`src/rtl/carry_save_resolve_mod_pkg.sv`:
```
// Shared constants and state encoding for the carry-save resolve stage.
// Latency: n/a (package only).
// Backpressure: n/a (package only).
package carry_save_resolve_mod_pkg;

  // Word width and modulus shared with the exponentiation core.
  localparam int CSR_W = 8;
  localparam int CSR_M = 221;

  typedef enum logic [1:0] {
    ST_IDLE = 2'd0,
    ST_ADD  = 2'd1,
    ST_RED  = 2'd2,
    ST_DONE = 2'd3
  } state_t;

endpackage

```
`src/rtl/carry_save_resolve_mod_bit_serial_adder.sv`:
```
// Bit-serial full adder: one sum bit per enabled cycle, carry held in a flop.
// Latency: sum is combinational from a/b and the stored carry; the carry updates on the clock.
// Backpressure: none; en gates the carry update, clr zeroes it.
// Ports: clk, rst_n (async active-low), clr (synchronous carry clear),
//        en (advance carry), a/b (operand bits), s (sum bit).
module carry_save_resolve_mod_bit_serial_adder (
  input  logic clk,
  input  logic rst_n,
  input  logic clr,
  input  logic en,
  input  logic a,
  input  logic b,
  output logic s
);

  logic carry_q;

  assign s = a ^ b ^ carry_q;

  always_ff @(posedge clk or negedge rst_n) begin
    if (!rst_n) begin
      carry_q <= 1'b0;
    end else if (clr) begin
      carry_q <= 1'b0;
    end else if (en) begin
      carry_q <= (a & b) | (a & carry_q) | (b & carry_q);
    end
  end

endmodule

```
`src/rtl/carry_save_resolve_mod.sv`:
```
// Resolves a carry-save pair (xs + 2*xc) into the canonical residue mod M.
// Latency: fixed W+3+RMAX cycles from the dn sample to the vld pulse, independent of data.
// Backpressure: none; dn is ignored while bsy is high, so the upstream must hold off.
// Ports: clk, rst_n (async active-low), dn (start strobe), xs/xc (carry-save words,
//        bit 0 is MSB), bsy (conversion in progress), vld (one-cycle result pulse),
//        y (registered residue, held until the next result or reset).
module carry_save_resolve_mod
  import carry_save_resolve_mod_pkg::*;
#(
  parameter int W = CSR_W,
  parameter int M = CSR_M
) (
  input  logic         clk,
  input  logic         rst_n,
  input  logic         dn,
  input  logic [0:W-1] xs,
  input  logic [0:W-1] xc,
  output logic         bsy,
  output logic         vld,
  output logic [0:W-1] y
);

  // Worst-case input is 3*(2^W-1); this many subtract passes always lands below M.
  localparam int RMAX = (3 * ((1 << W) - 1)) / M;
  localparam int CW   = $clog2(W + RMAX + 3);

  localparam logic [CW-1:0]  ADD_LAST = CW'(W + 1);
  localparam logic [CW-1:0]  RED_LAST = CW'(RMAX - 1);
  localparam logic [W+1:0]   MOD      = (W + 2)'(M);

  state_t          state_q, state_d;
  logic [CW-1:0]   cnt_q;
  logic [W-1:0]    a_sr;
  logic [W:0]      b_sr;
  logic [W+1:0]    s_acc;
  logic [W-1:0]    y_q;
  logic            vld_q;
  logic            sum_bit;
  logic            add_clr;
  logic            add_en;

  assign add_clr = (state_q == ST_IDLE);
  assign add_en  = (state_q == ST_ADD);

  carry_save_resolve_mod_bit_serial_adder u_adder (
    .clk   (clk),
    .rst_n (rst_n),
    .clr   (add_clr),
    .en    (add_en),
    .a     (a_sr[0]),
    .b     (b_sr[0]),
    .s     (sum_bit)
  );

  always_ff @(posedge clk or negedge rst_n) begin
    if (!rst_n) begin
      state_q <= ST_IDLE;
    end else begin
      state_q <= state_d;
    end
  end

  always_comb begin
    state_d = state_q;
    case (state_q)
      ST_IDLE: if (dn) state_d = ST_ADD;
      ST_ADD:  if (cnt_q == ADD_LAST) state_d = ST_RED;
      ST_RED:  if (cnt_q == RED_LAST) state_d = ST_DONE;
      ST_DONE: state_d = ST_IDLE;
      default: state_d = ST_IDLE;
    endcase
  end

  always_ff @(posedge clk or negedge rst_n) begin
    if (!rst_n) begin
      cnt_q <= '0;
      a_sr  <= '0;
      b_sr  <= '0;
      s_acc <= '0;
      y_q   <= '0;
      vld_q <= 1'b0;
    end else begin
      vld_q <= 1'b0;
      case (state_q)
        ST_IDLE: begin
          if (dn) begin
            a_sr  <= xs;
            b_sr  <= {xc, 1'b0};
            s_acc <= '0;
            cnt_q <= '0;
          end
        end
        ST_ADD: begin
          // LSB-first addition; each sum bit enters at the top of S so that after
          // W+2 shifts the first bit produced sits at S[0].
          s_acc <= {sum_bit, s_acc[W+1:1]};
          a_sr  <= {1'b0, a_sr[W-1:1]};
          b_sr  <= {1'b0, b_sr[W:1]};
          cnt_q <= (cnt_q == ADD_LAST) ? '0 : cnt_q + 1'b1;
        end
        ST_RED: begin
          if (s_acc >= MOD) s_acc <= s_acc - MOD;
          cnt_q <= cnt_q + 1'b1;
        end
        ST_DONE: begin
          y_q   <= s_acc[W-1:0];
          vld_q <= 1'b1;
        end
        default: ;
      endcase
    end
  end

  assign bsy = (state_q != ST_IDLE);
  assign vld = vld_q;
  assign y   = y_q;

endmodule
```
`config.mk`:
```
export PLATFORM = sky130hd
export DESIGN_NAME = carry_save_resolve_mod
export DESIGN_NICKNAME = d
export VERILOG_FILES = /design/src/rtl/carry_save_resolve_mod_pkg.sv /design/src/rtl/carry_save_resolve_mod_bit_serial_adder.sv /design/src/rtl/carry_save_resolve_mod.sv
export SDC_FILE = /design/constraint.sdc
export NUM_CORES = 1
export LEC_CHECK = 0
export BUFFER_PORTS_ARGS = -buffer_cell sky130_fd_sc_hd__buf_2
export CAP_MARGIN = 20
export CELL_PAD_IN_SITES_DETAIL_PLACEMENT = 0
export CELL_PAD_IN_SITES_GLOBAL_PLACEMENT = 1
export CORE_MARGIN = 4
export CORE_UTILIZATION = 43
export CTS_BUF_LIST = sky130_fd_sc_hd__clkbuf_8 sky130_fd_sc_hd__clkbuf_16
export DETAILED_ROUTE_END_ITERATION = 10
export GPL_TIMING_DRIVEN = 0
export PLACE_DENSITY_LB_ADDON = 0.2
export SETUP_SLACK_MARGIN = 0.05
export SLEW_MARGIN = 20
export SYNTH_ARGS = -nofsm -noshare
export SYNTH_HDL_FRONTEND = slang
export SYNTH_HIERARCHICAL = 1
export SYNTH_SLANG_ARGS = --single-unit
```
`constraint.sdc`:
```
create_clock -name clk -period 2.8 [get_ports clk]
set_clock_uncertainty 0.2 [all_clocks]
set_input_delay 0.56 -clock clk [delete_from_list [all_inputs] [get_ports clk]]
set_output_delay 0.56 -clock clk [all_outputs]
set_load 0.03 [all_outputs]
```
After elaboration in Yosys (flattened, before gate mapping):

Index checks and enable logic that the tools add are counted.

* bits in registers: 43
* latch bits: 0
* memory bits (writable): 0
* memory bits (read-only): 0
* bits of input ports: 19
* output and inout port bits: 10
* logic and storage cells: 52
* memories: 0

* $add $sub $neg: 2
* multipliers: 0
* div/mod/pow operators: 0
* order comparisons: 1
* equal/unequal tests: 9
* shift operators: 0
* mux-type cells: 17
* bitwise logic cells: 7
* reductions and logical operators: 8

Operators with widths (count)
* $pmux W10 S3: 1
* $mux W10: 2
* $pmux W9 S2: 1
* $pmux W8 S2: 1
* $pmux W4 S3: 1
* $ge A10 B8 Y1 const B: 1
* $sub A10 B8 Y10 const B: 1
* $mux W9: 1
* $mux W4: 2
* $mux W8: 1
* $pmux W2 S4: 1
* $mux W2: 3
* $ne A2 B2 Y1 const B: 3
* $reduce_and A3 Y1: 2
* $add A4 B1 Y4 const B: 1
* $eq A2 B2 Y1 const B: 2
* $eq A4 B2 Y1 const B: 1
* $eq A4 B4 Y1 const B: 1
* $reduce_and A2 Y1: 2
* $reduce_bool A2 Y1: 2
* $and A1 B1 Y1: 3
* $mux W1: 3
* $reduce_bool A3 Y1: 1
* $eq A2 B1 Y1 const B: 1
* 4 further kinds: 6

Logic depth before layout (Yosys ltp):

Gate-level depths: netlist of the first run.

* depth in word-level cells: 5
* gate-level depth with buffers: 8
* gate-level depth less buffers: 6

Cells and area by module:

The synthesis of the first run kept the hierarchy.

Modules (own cells, without submodules)
* carry_save_resolve_mod: instances 1, cells each 223, area an instance 2292.2 µm², sequential area each 1051.0 µm²
* carry_save_resolve_mod_bit_serial_adder: instances 1, cells each 4, area an instance 58.8 µm², sequential area each 25.0 µm²

Worst setup path before layout of the first run:

OpenSTA, ideal clock, no wires.

* path type: flip-flop to flip-flop
* from: register state_q[1]
* to: register s_acc[5]
* setup time: 0.121 ns
* arrival time: 1.667 ns
* required time: 2.479 ns
* slack: 0.812 ns
* cell stages (with the launch flop): 9
* buffers on the path: 2
* clock period less this slack: 1.988 ns
* cells stage by stage: dfrtp_1 -> inv_1 -> ha_1 -> buf_2 -> nor3_1 -> a211oi_4 -> and2_1 -> buf_6 -> a22o_1

* cells in the longest elaborated chain, start to end: 3
* elaborated cells between the ends (all ways): 8
* classes of those cells: 4 x eq/ne; 1 x mux; 3 x reduce/logical

Ends and longest elaborated chain
* from (decl): RTL line carry_save_resolve_mod.sv:31 `state_t state_q, state_d;`
* from (signal assigned): RTL line carry_save_resolve_mod.sv:59 `state_q <= state_d;`
* $eq A2 B1 Y1 *
* named net add_en: RTL line carry_save_resolve_mod.sv:40 `logic add_en;`
* $reduce_bool A3 Y1 (no source line)
* $reduce_and A3 Y1 (no source line)
* to (signal assigned): RTL line carry_save_resolve_mod.sv:96 `s_acc <= {sum_bit, s_acc[W+1:1]};`
* to (signal assigned): RTL line carry_save_resolve_mod.sv:102 `if (s_acc >= MOD) s_acc <= s_acc - MOD;`
* to (decl): RTL line carry_save_resolve_mod.sv:35 `logic [W+1:0] s_acc;`

The timed path passes the listed nets; every way through them passes the cells marked *.
A chain may end at the register's enable or synchronous reset.

Worst setup path in the final report of the first run:

* from: register state_q[0]
* to: register s_acc[3]

* cells in the longest elaborated chain, start to end: 3
* elaborated cells between the ends (all ways): 8
* classes of those cells: 4 x eq/ne; 1 x mux; 3 x reduce/logical

Ends and longest elaborated chain
* $logic_not A2 Y1 *
* named net add_clr: RTL line carry_save_resolve_mod.sv:39 `logic add_clr;`
* $ne A2 B2 Y1 (no source line) or $reduce_bool A3 Y1 (tied branches)
* $reduce_and A3 Y1 (no source line)

Marks and branches as above.

==> results of run 1 <==
## how the worst max path moves through the flow
stage                    end  slack (ns)  depth (start not counted)
detailed placement  s_acc[3]        0.53                          6
CTS                 s_acc[3]        0.51                          6
global route        s_acc[3]        0.30                          6
finish              s_acc[3]        0.51                          6
floorplan           s_acc[5]        0.81                          8
global placement    s_acc[3]        0.54                          6
## metal layers
layer / share of wire (%) / wire (um)
met1: 51 / 2610
met5: 0 / 0
met4: 1.4 / 69
met3: 3.8 / 192
met2: 44 / 2220
## sequential cells by signal, indices dropped and copies added (netlist names)
signal           cells
vld                  1
u_adder/carry_q      1
a_sr                 8
s_acc               10
y                    8
cnt_q                4
state_q              2
b_sr                 9
## placed cells by master (no fill, tap or decap), types with 2 or more instances in the layout
master      n
nand3_1    10
o32a_1      2
o2111ai_1   3
xnor2_1     2
inv_2       2
mux2i_1    15
o2bb2ai_1   4
o211ai_1    2
mux2_2      8
nand2b_1    2
buf_2      33
nand2_1    27
dfrtp_1    43
a22o_1      3
nor3_1      2
clkbuf_1    7
o22ai_1     3
clkbuf_8    5
and2_1      2
a22oi_1     3
nor2_1      5
o21ai_0     7
o31ai_1     3
a21oi_1     3
o21ai_1    16
ha_1       10
inv_1      11
nor2b_1     2
## per-stage QoR
step,setup WS (ns),std cells
floorplan,0.812,227
global route,0.299,332
global placement,0.536,325
CTS,0.509,332
detailed placement,0.530,325
finish,0.511,332
## layout make-up
cell class,instances,area (um2)
plain buffers,15,71.3
clock buffers,5,68.8
clock inverters,2,33.8
fillers,495,2520
inverters,12,45.0
multi-input cells,157,1160
flip-flops and latches,43,1080
well taps,70,87.6
repair buffers,28,143
## kinds of logic (layout without fill, tap and decap cells)
group                      after synthesis  in the layout  share of synthesized area [%]
adders and majority gates               11             11                           6.17
and+or+nand+nor                         58             58                           12.1
xor gates and xnor gates                 2              2                          0.745
muxes                                   24             24                           10.7
DFF                                     43             43                           45.8
AOI/OAI and AO/OA                       62             62                           19.5
buffers and inverters                   27             62                           4.95
## power by group through the flow
stage | Clock (uW) | Sequential [uW] | Combinational [uW]
2_1_floorplan | 0 | 1060 | 1180
3_3_place_gp | 0 | 1010 | 1650
3_5_place_dp | 0 | 1020 | 1650
4_1_cts | 486 | 1010 | 1660
5_1_grt | 517 | 1040 | 1850
6_report | 474 | 1010 | 1650
## worst max-delay path: cells and delay by family (launching register included)
| family | cells | cell delay (ns) |
|---|---|---|
| compound gates | 2 | 0.65 |
| simple gates | 2 | 0.52 |
| flops | 1 | 0.44 |
| fa+ha+maj | 1 | 0.30 |
| buf+inv | 1 | 0.09 |
==> results.tsv, run 1 <==
metric	value	unit
dr.pass1.iters	4	
crit_start	state_q[0]	
synth-seq-cells	43	
hold_viol	0	
cts_buffers	5	
die_x	81.9	um
final_core_util	51.6	%
hpwl	3570	um
clkPwrFrac	15.1	%
grt_first_pass_wirelength	8740	um
ys_top_cells_by_area	dfrtp_1 (46%), mux2i_1 (6.4%), ha_1 (5.3%), nand2_1 (4.3%), mux2_2 (3.8%)	
syn_inst	227	
max-vdd-ir-drop	0.000452	V
grt_max_degree	44	
reg2reg_depth	6	
post-cts-setup-buffer-count	0	
p_comb_share	52.7	%
status	finished clean	
slew_violations	0	
placed_area	2580	um2
wl_per_cell	15.3	um
postRouteAntennaNets	0	
synth-edff-count	0	
use_met3	3.62	%
crit_arrival	2.31	ns
gp_congestion	0.853	
tightestPinTransition	0.591	ns
crit_type	reg -> reg	
internal-power	1730	uW
antenna_found_initial	0	
synthDistinctLibCells	52	
reg2reg_slack	0.51	ns
pin_count	29	
p_per_area	1170	nW/um2
die_y	81.9	um
met1_usage	26.1	%
crit_path_max_incr_delay	0.44	ns
p_sw_share	44.7	%
met2_usage	23.9	%
cp_slowest_cell	dfrtp_1	
power.share.sequential	32.1	%
power	3130	uW
fp-row-count	26	
root_buffer	clkbuf_8	
cts_tree	yes	
initialDrtViolationCount	155	
via_per_inst	5.39	
insertion_delay	0.30	ns
async_reset_ff_share	100	%
yosys-top-cells-count	dfrtp_1 (43), nand2_1 (27), o21ai_1 (16)	
nets	292	
num_antenna_cells	0	
worstSetupStartpointType	flip-flop	
cts_resized	0	
die_area	6710	um2
ys.flop_type	dfrtp_1	
period_share	81.8	%
setup_viol	0	
r2r-end	s_acc[3]	
syn-cell-area	2350	um2
areaGrowthSynthToFinish	14.2	%
grtUsageTotal	17.2	%
yosysSeqAreaShare	45.8	%
core	5200	um2
gr-total-overflow	0	
synth_top_cell_area_share	45.8	%
drc	0	
start_util	45.2	%
hold_buffers	0	
finalWorstPathRequiredPeriod	2.29	ns
io_buffers	28	
hold_path.class	in -> async	
rsz0062_at_grt	no	
clkSinkCount	43	
fin_area	2680	um2
syn-mean-instance-area	10.4	um2
p_switching	1400	uW
grt_pass1_vias	1737	
power.leakage	0.00122	uW
worst-path-max-fanout	9	
cts.clk_slew.worst_paths	0.08	ns
htreeDepth	2	
max-slew-margin-rel	60.6	%
fmax	437	MHz
r2r_start	state_q[0]	
yosysTopAreaCell	dfrtp_1	
vias	1788	
maxCapViolations	0	
busiest_layer	met1	
cp_cell_sequence	inv_1, ha_1, and2b_1, a211oi_4, nand3_1, o2bb2ai_1	
fin_setup_tns	0	ns
clk_path_buf_depth	2	
required	2.82	ns
yosysMostFrequentCell	dfrtp_1	
synth_nets	257	
route.final.wire_length	5090	um
drive_gt1_share	21.8	%
end_kind	flip-flop	
yosysWarnings	6	
hold_slack	0.0403	ns
No activity file was read; power rests on OpenSTA's default activity.
==> inputs of run 2 (changes only) <==
Settings changed: CORE_UTILIZATION 43 to 41.
Clock period 2.8 ns to 2 ns, I/O delays scaled along.
==> run 2 against run 1 <==
  * Via count increased by 5.1%
  * Sequential power increased by 39%
  * Critical path depth increased by 1
  * Setup slack got worse by 0.46 ns
  * Register-to-register slack got worse by 0.46 ns
  * Routed wire length increased by 5.8%
  * Global-route usage decreased by 0.77 points
  * Critical path type unchanged
  * Non-clock buffer count increased by 11
  * Flip-flop and latch count unchanged
  * Total power increased by 57%
  * Final area increased by 8.6%
==> results.tsv, run 2 (same netlist as run 1, synthesis figures left out) <==
metric	value	unit	change
htreeDepth	2		unchanged
fp-row-count	27		+3.8%
met3_wirelength	246	um	+28%
regArea	1080	um2	+0.23%
reg_top3	s_acc (10), b_sr (9)		
hold_viol	0		unchanged
worstSetupStartpointType	flip-flop		
die_area	7010	um2	+4.4%
num_antenna_cells	0		unchanged
nets	303		+3.8%
p_comb_share	57.9	%	+5.2 points
root_buffer	clkbuf_8		
setup_viol	0		unchanged
end_kind	flip-flop		
final_common_cell	dfrtp_1		
power.share.sequential	28.5	%	-3.6 points
io_buffers	28		unchanged
internal-power	2760	uW	+59%
multiInputGateArea	1270	um2	+9.7%
maxCapViolations	0		unchanged
core	5540	um2	+6.4%
p_per_area	1690	nW/um2	+45%
top_register	s_acc		
gp_congestion	0.842		-1.3%
m1WireLength	2610	um	about the same
rsz0062_at_grt	yes		
power	4920	uW	+57%
max-slew-margin-rel	63.4	%	+2.8 points
finalWorstPathRequiredPeriod	1.94	ns	-0.344 ns
cts_buffers	5		unchanged
via_per_inst	5.45		+1.2%
cp_cell_sequence	inv_4, ha_4, nor3b_4, a211oi_4, buf_6, and2_4, a22o_1		
status	finished clean		
period_share	97.2	%	+15 points
p_switching	2160	uW	+54%
cts_tree	yes		
tightestPinTransition	0.548	ns	-0.0427 ns
gr-total-overflow	0		unchanged
grtUsageTotal	16.4	%	-0.77 points
hold_path.class	in -> reg		
crit_type	reg -> reg		
placed_cells	327		+0.62%
clk_path_buf_depth	2		unchanged
fmax	514	MHz	+18%
drive_gt1_share	34.8	%	+13 points
grt_first_pass_wirelength	9250	um	+5.8%
final_cells	345		+3.9%
route.final.wire_length	5390	um	+5.8%
final_cell_mix	dfrtp_1 (41), buf_2 (33), nand2_1 (26)		
antenna_found_initial	0		unchanged
cp_slowest_cell	dfrtp_2		
worst-path-max-fanout	6		-3
vias	1880		+5.1%
crit_arrival	1.93	ns	-0.38 ns
hpwl	3680	um	+3.0%
grt_pass1_vias	1949		+12%
critical-path-top-delay-family	simple AND/OR/NAND/NOR gates		
max-vdd-ir-drop	0.000820	V	+81%
fillers	536		+8.3%
path_buf_inv	2		+1
wl_per_cell	15.6	um	+1.8%
required	1.99	ns	-0.83 ns
start_util	42.4	%	-2.7 points
grt_max_degree	44		unchanged
insertion_delay	0.30	ns	about the same
drc	0		unchanged
cts.clk_slew.worst_paths	0.08	ns	about the same
initialDrtViolationCount	108		-30%
die_y	83.7	um	+2.2%
crit_path_max_incr_delay	0.46	ns	+0.02 ns
dr_wl_met2	2460	um	+11%
clkPwrFrac	13.7	%	-1.4 points
slew_violations	0		unchanged
areaGrowthSynthToFinish	23.9	%	
clkSinkCount	43		unchanged
die_x	83.7	um	+2.2%
power.leakage	0.00131	uW	+7.0%
postRouteAntennaNets	0		unchanged
pin_count	29		unchanged
top_layer_used	met4		
dr.pass1.iters	4		unchanged
p_sw_share	43.9	%	-0.81 points
largest_register_ffs	10		unchanged
[run 2: cell types whose count changed in the layout (fill, tap and decap cells not counted), sizes merged]
cell	change
buf	+11
clkinvlp	+1
inv	-1
clkbuf	-1
dlygate4sd3	+1
[run 2: worst register-to-register path, stage by stage, from the launching register on]
cell	delay (ns)
dfrtp_2	0.46
inv_4	0.09
ha_4	0.15
nor3b_4	0.29
a211oi_4	0.11
buf_6	0.15
and2_4	0.18
a22o_1	0.21
[run 2: final cells by class]
cell class | instances | area share (%)
sequential | 43 | 37.0
tap | 72 | 3.09
timing repair buffer | 41 | 8.59
inverter | 12 | 1.63
multi-input combinational | 157 | 43.6
buffer | 13 | 2.40
clock buffer | 5 | 2.36
clock inverter | 2 | 1.29
[run 2: final timing paths]
check	cells past startpoint	endpoint	slack [ns]	from
min	3	b_sr[8]	0.14	xc[0]
max reg2reg	7	s_acc[5]	0.06	state_q[0]
max	7	s_acc[5]	0.06	state_q[0]
min reg2reg	2	a_sr[1]	0.29	a_sr[1]
max in group asynchronous	2	state_q[0]	0.78	rst_n
min in group asynchronous	2	cnt_q[2]	0.42	rst_n
[run 2: stage by stage]
stage | setup WS [ns] | TNS [ns] | area [um2] | hold slack [ns] | util, %
finish | 0.0551 | 0 | 2910 | 0.136 | 52.6
global placement | -0.255 | -4.32 | 2590 | 0.263 | 46.7
CTS | 0.0380 | 0 | 2830 | 0.100 | 51.0
global route | 0.00607 | 0 | 2910 | 0.132 | 52.6
floorplan | 0.0768 | 0 | 2360 | -0.0956 | -
detailed placement | -0.253 | -5.21 | 2590 | 0.270 | 46.7
[run 2: layer usage]
| metal | vias up | global-route usage, % |
|---|---|---|
| met1 | 918 | 23.0 |
| met2 | 46 | 25.2 |
| met5 | - | 0 |
| met4 | 0 | 4.82 |
| li1 | 909 | - |
| met3 | 7 | 3.85 |
[run 2: what timing repair did]
item / CTS / global route
resized for setup: 17 / 21
endpoints found under the hold margin: 0 / 43
setup endpoints to repair: 31 / 37
buffers inserted: 11 / 1
pin swaps: 3 / 4
hold buffers: 0 / 1
[run 2: power groups by stage]
stage / combinational (uW) / clock [uW] / sequential (uW)
global route: 3140 / 733 / 1450
global placement: 2340 / 0 / 1420
floorplan: 1670 / 0 / 1490
detailed placement: 2350 / 0 / 1430
CTS: 2690 / 693 / 1390
finish: 2850 / 673 / 1400
==> inputs of run 3 (changes only) <==
==> constraint.sdc (replaced) <==
create_clock -name clk -period 2 [get_ports clk]
set_clock_uncertainty 0.2 [all_clocks]
set_input_delay 0.1 -clock clk [delete_from_list [all_inputs] [get_ports clk]]
set_output_delay 0.1 -clock clk [all_outputs]
set_load 0.03 [all_outputs]
==> run 3 against run 2 <==
  * Clock power barely moved
  * Sequential share of layout area fell by 2.2 points
  * Critical path type unchanged
  * Critical endpoint is now s_acc[2]
  * Total power rose by 1.4%
  * Via count rose by 2.8%
  * Routed wire length rose by 2.2%
  * Maximum frequency fell by 1.2%
  * Largest cell class unchanged
  * Die area did not move
  * Core utilization rose by 3.3 points
  * First-iteration DRC count rose by 21%
==> results.tsv, run 3 (same netlist as run 1, synthesis figures left out) <==
metric	value	unit	change
pin_count	29		unchanged
nets	322		+6.3%
areaGrowthSynthToFinish	31.6	%	
insertion_delay	0.30	ns	about the same
wl_per_cell	15.1	um	-3.1%
cp_slowest_cell	dfrtp_1		
fin_ws	0.0317	ns	-0.0234 ns
io_buffers	28		unchanged
fin_setup_tns	0	ns	unchanged
tightestPinTransition	0.543	ns	-0.00542 ns
cts_tree	yes		
grtUsageTotal	17.0	%	+0.62 points
vias	1933		+2.8%
worst-path-max-fanout	6		unchanged
final_common_cell	dfrtp_1		
crit_start	state_q[0]		
crit_type	reg -> reg		
pre_cts_ws	-0.253	ns	unchanged
root_buffer	clkbuf_8		
gp_congestion	0.842		unchanged
max-slew-margin-rel	63.8	%	+0.36 points
htreeDepth	2		unchanged
crit_arrival	1.96	ns	+0.03 ns
path_buf_inv	2		unchanged
top_register	s_acc		
critical-path-top-delay-family	simple AND/OR/NAND/NOR gates		
antenna_found_initial	0		unchanged
maxCapViolations	0		unchanged
die_x	83.7	um	unchanged
via_per_inst	5.31		-2.5%
p_per_area	1610	nW/um2	-4.5%
fp-row-count	27		unchanged
clk_path_buf_depth	2		unchanged
drc	0		unchanged
route.final.wire_length	5510	um	+2.2%
required	1.99	ns	about the same
reg_top3	s_acc (10), b_sr (9)		
grt_max_degree	44		unchanged
drive_gt1_share	33.2	%	-1.6 points
final_cell_mix	dfrtp_1 (42), buf_2 (32), nand2_1 (26)		
r2r_start	state_q[0]		
cts_buffers	5		unchanged
cp_cell_sequence	inv_2, ha_4, nor3b_4, a211oi_4, buf_6, and2_4, a22o_1		
hold_viol	0		unchanged
core	5540	um2	unchanged
die_y	83.7	um	unchanged
max-vdd-ir-drop	0.000803	V	-2.0%
die_area	7010	um2	unchanged
power	4990	uW	+1.4%
finalWorstPathRequiredPeriod	1.97	ns	+0.0234 ns
postRouteAntennaNets	0		unchanged
hold_path.class	in -> reg		
grt_first_pass_wirelength	9620	um	+4.0%
clkSinkCount	43		unchanged
worstSetupStartpointType	flip-flop		
start_util	42.4	%	unchanged
fillers	520		-3.0%
largest_register_ffs	10		unchanged
status	finished clean		
placed_cells	327		unchanged
rsz0062_at_grt	yes		
hpwl	3680	um	unchanged
end_kind	flip-flop		
dr.pass1.iters	4		unchanged
slew_violations	0		unchanged
cts.clk_slew.worst_paths	0.08	ns	about the same
period_share	98.4	%	+1.2 points
setup_viol	0		unchanged
fmax	508	MHz	-1.2%
gr-total-overflow	0		unchanged
final_cells	364		+5.5%
initialDrtViolationCount	131		+21%
hp-start	dn		
crit_path_max_incr_delay	0.42	ns	-0.04 ns
num_antenna_cells	0		unchanged
power.leakage	0.00139	uW	+6.4%
grt_pass1_vias	2014		+3.3%
## run 3: tightest hold or removal path, stage by stage
cell and delay, ns:
buf_2 0.08, nand2b_1 0.18, a32o_1 0.18
## run 3: repair_timing
| item | in CTS | in global routing |
|---|---|---|
| hold buffers | 17 | 0 |
| endpoints found under the hold margin | 59 | 0 |
| pin swaps | 3 | 4 |
| setup endpoints to repair | 30 | 37 |
| resized for setup | 17 | 19 |
| buffers inserted | 13 | 2 |
## run 3: cell type report
cell class,instances,area [um2],area share (%)
Multi-Input combinational cell,157,1270,41.2
Sequential cell,43,1080,34.8
Timing Repair Buffer,60,429,13.9
Tap cell,72,90.1,2.91
Buffer,13,72.6,2.35
Clock buffer,5,68.8,2.22
Inverter,12,45.0,1.46
Clock inverter,2,37.5,1.21
## run 3: final timing paths
path,endpoint,slack (ns),cells past startpoint
min in group asynchronous,cnt_q[2],0.12,2
setup / recovery,s_acc[2],0.03,7
setup reg to reg,s_acc[2],0.03,7
hold / removal,b_sr[0],0.08,3
hold reg to reg,a_sr[1],0.29,2
max in group asynchronous,state_q[1],1.09,2
## run 3: routing by layer
metal / up-vias / GRT usage [%] / wire (um)
met2: 54 / 27.1 / 2550
met4: 0 / 4.82 / 73
met5: - / 0 / 0
met1: 926 / 23.5 / 2640
li1: 946 / - / -
met3: 7 / 3.46 / 244
## run 3: metrics by stage
stage	hold WS, ns	utilization [%]	instance area (um2)
after floorplan	-0.396	-	2360
after global placement	0.118	46.7	2590
after detailed placement	0.129	46.7	2590
after CTS	0.0393	54.4	3010
after global routing	0.0912	55.8	3090
final	0.0803	55.8	3090
## run 3: where the power goes
group	switching (uW)	internal (uW)	total (uW)
clock network	310	365	675
registers	193	1200	1390
logic	1680	1250	2930
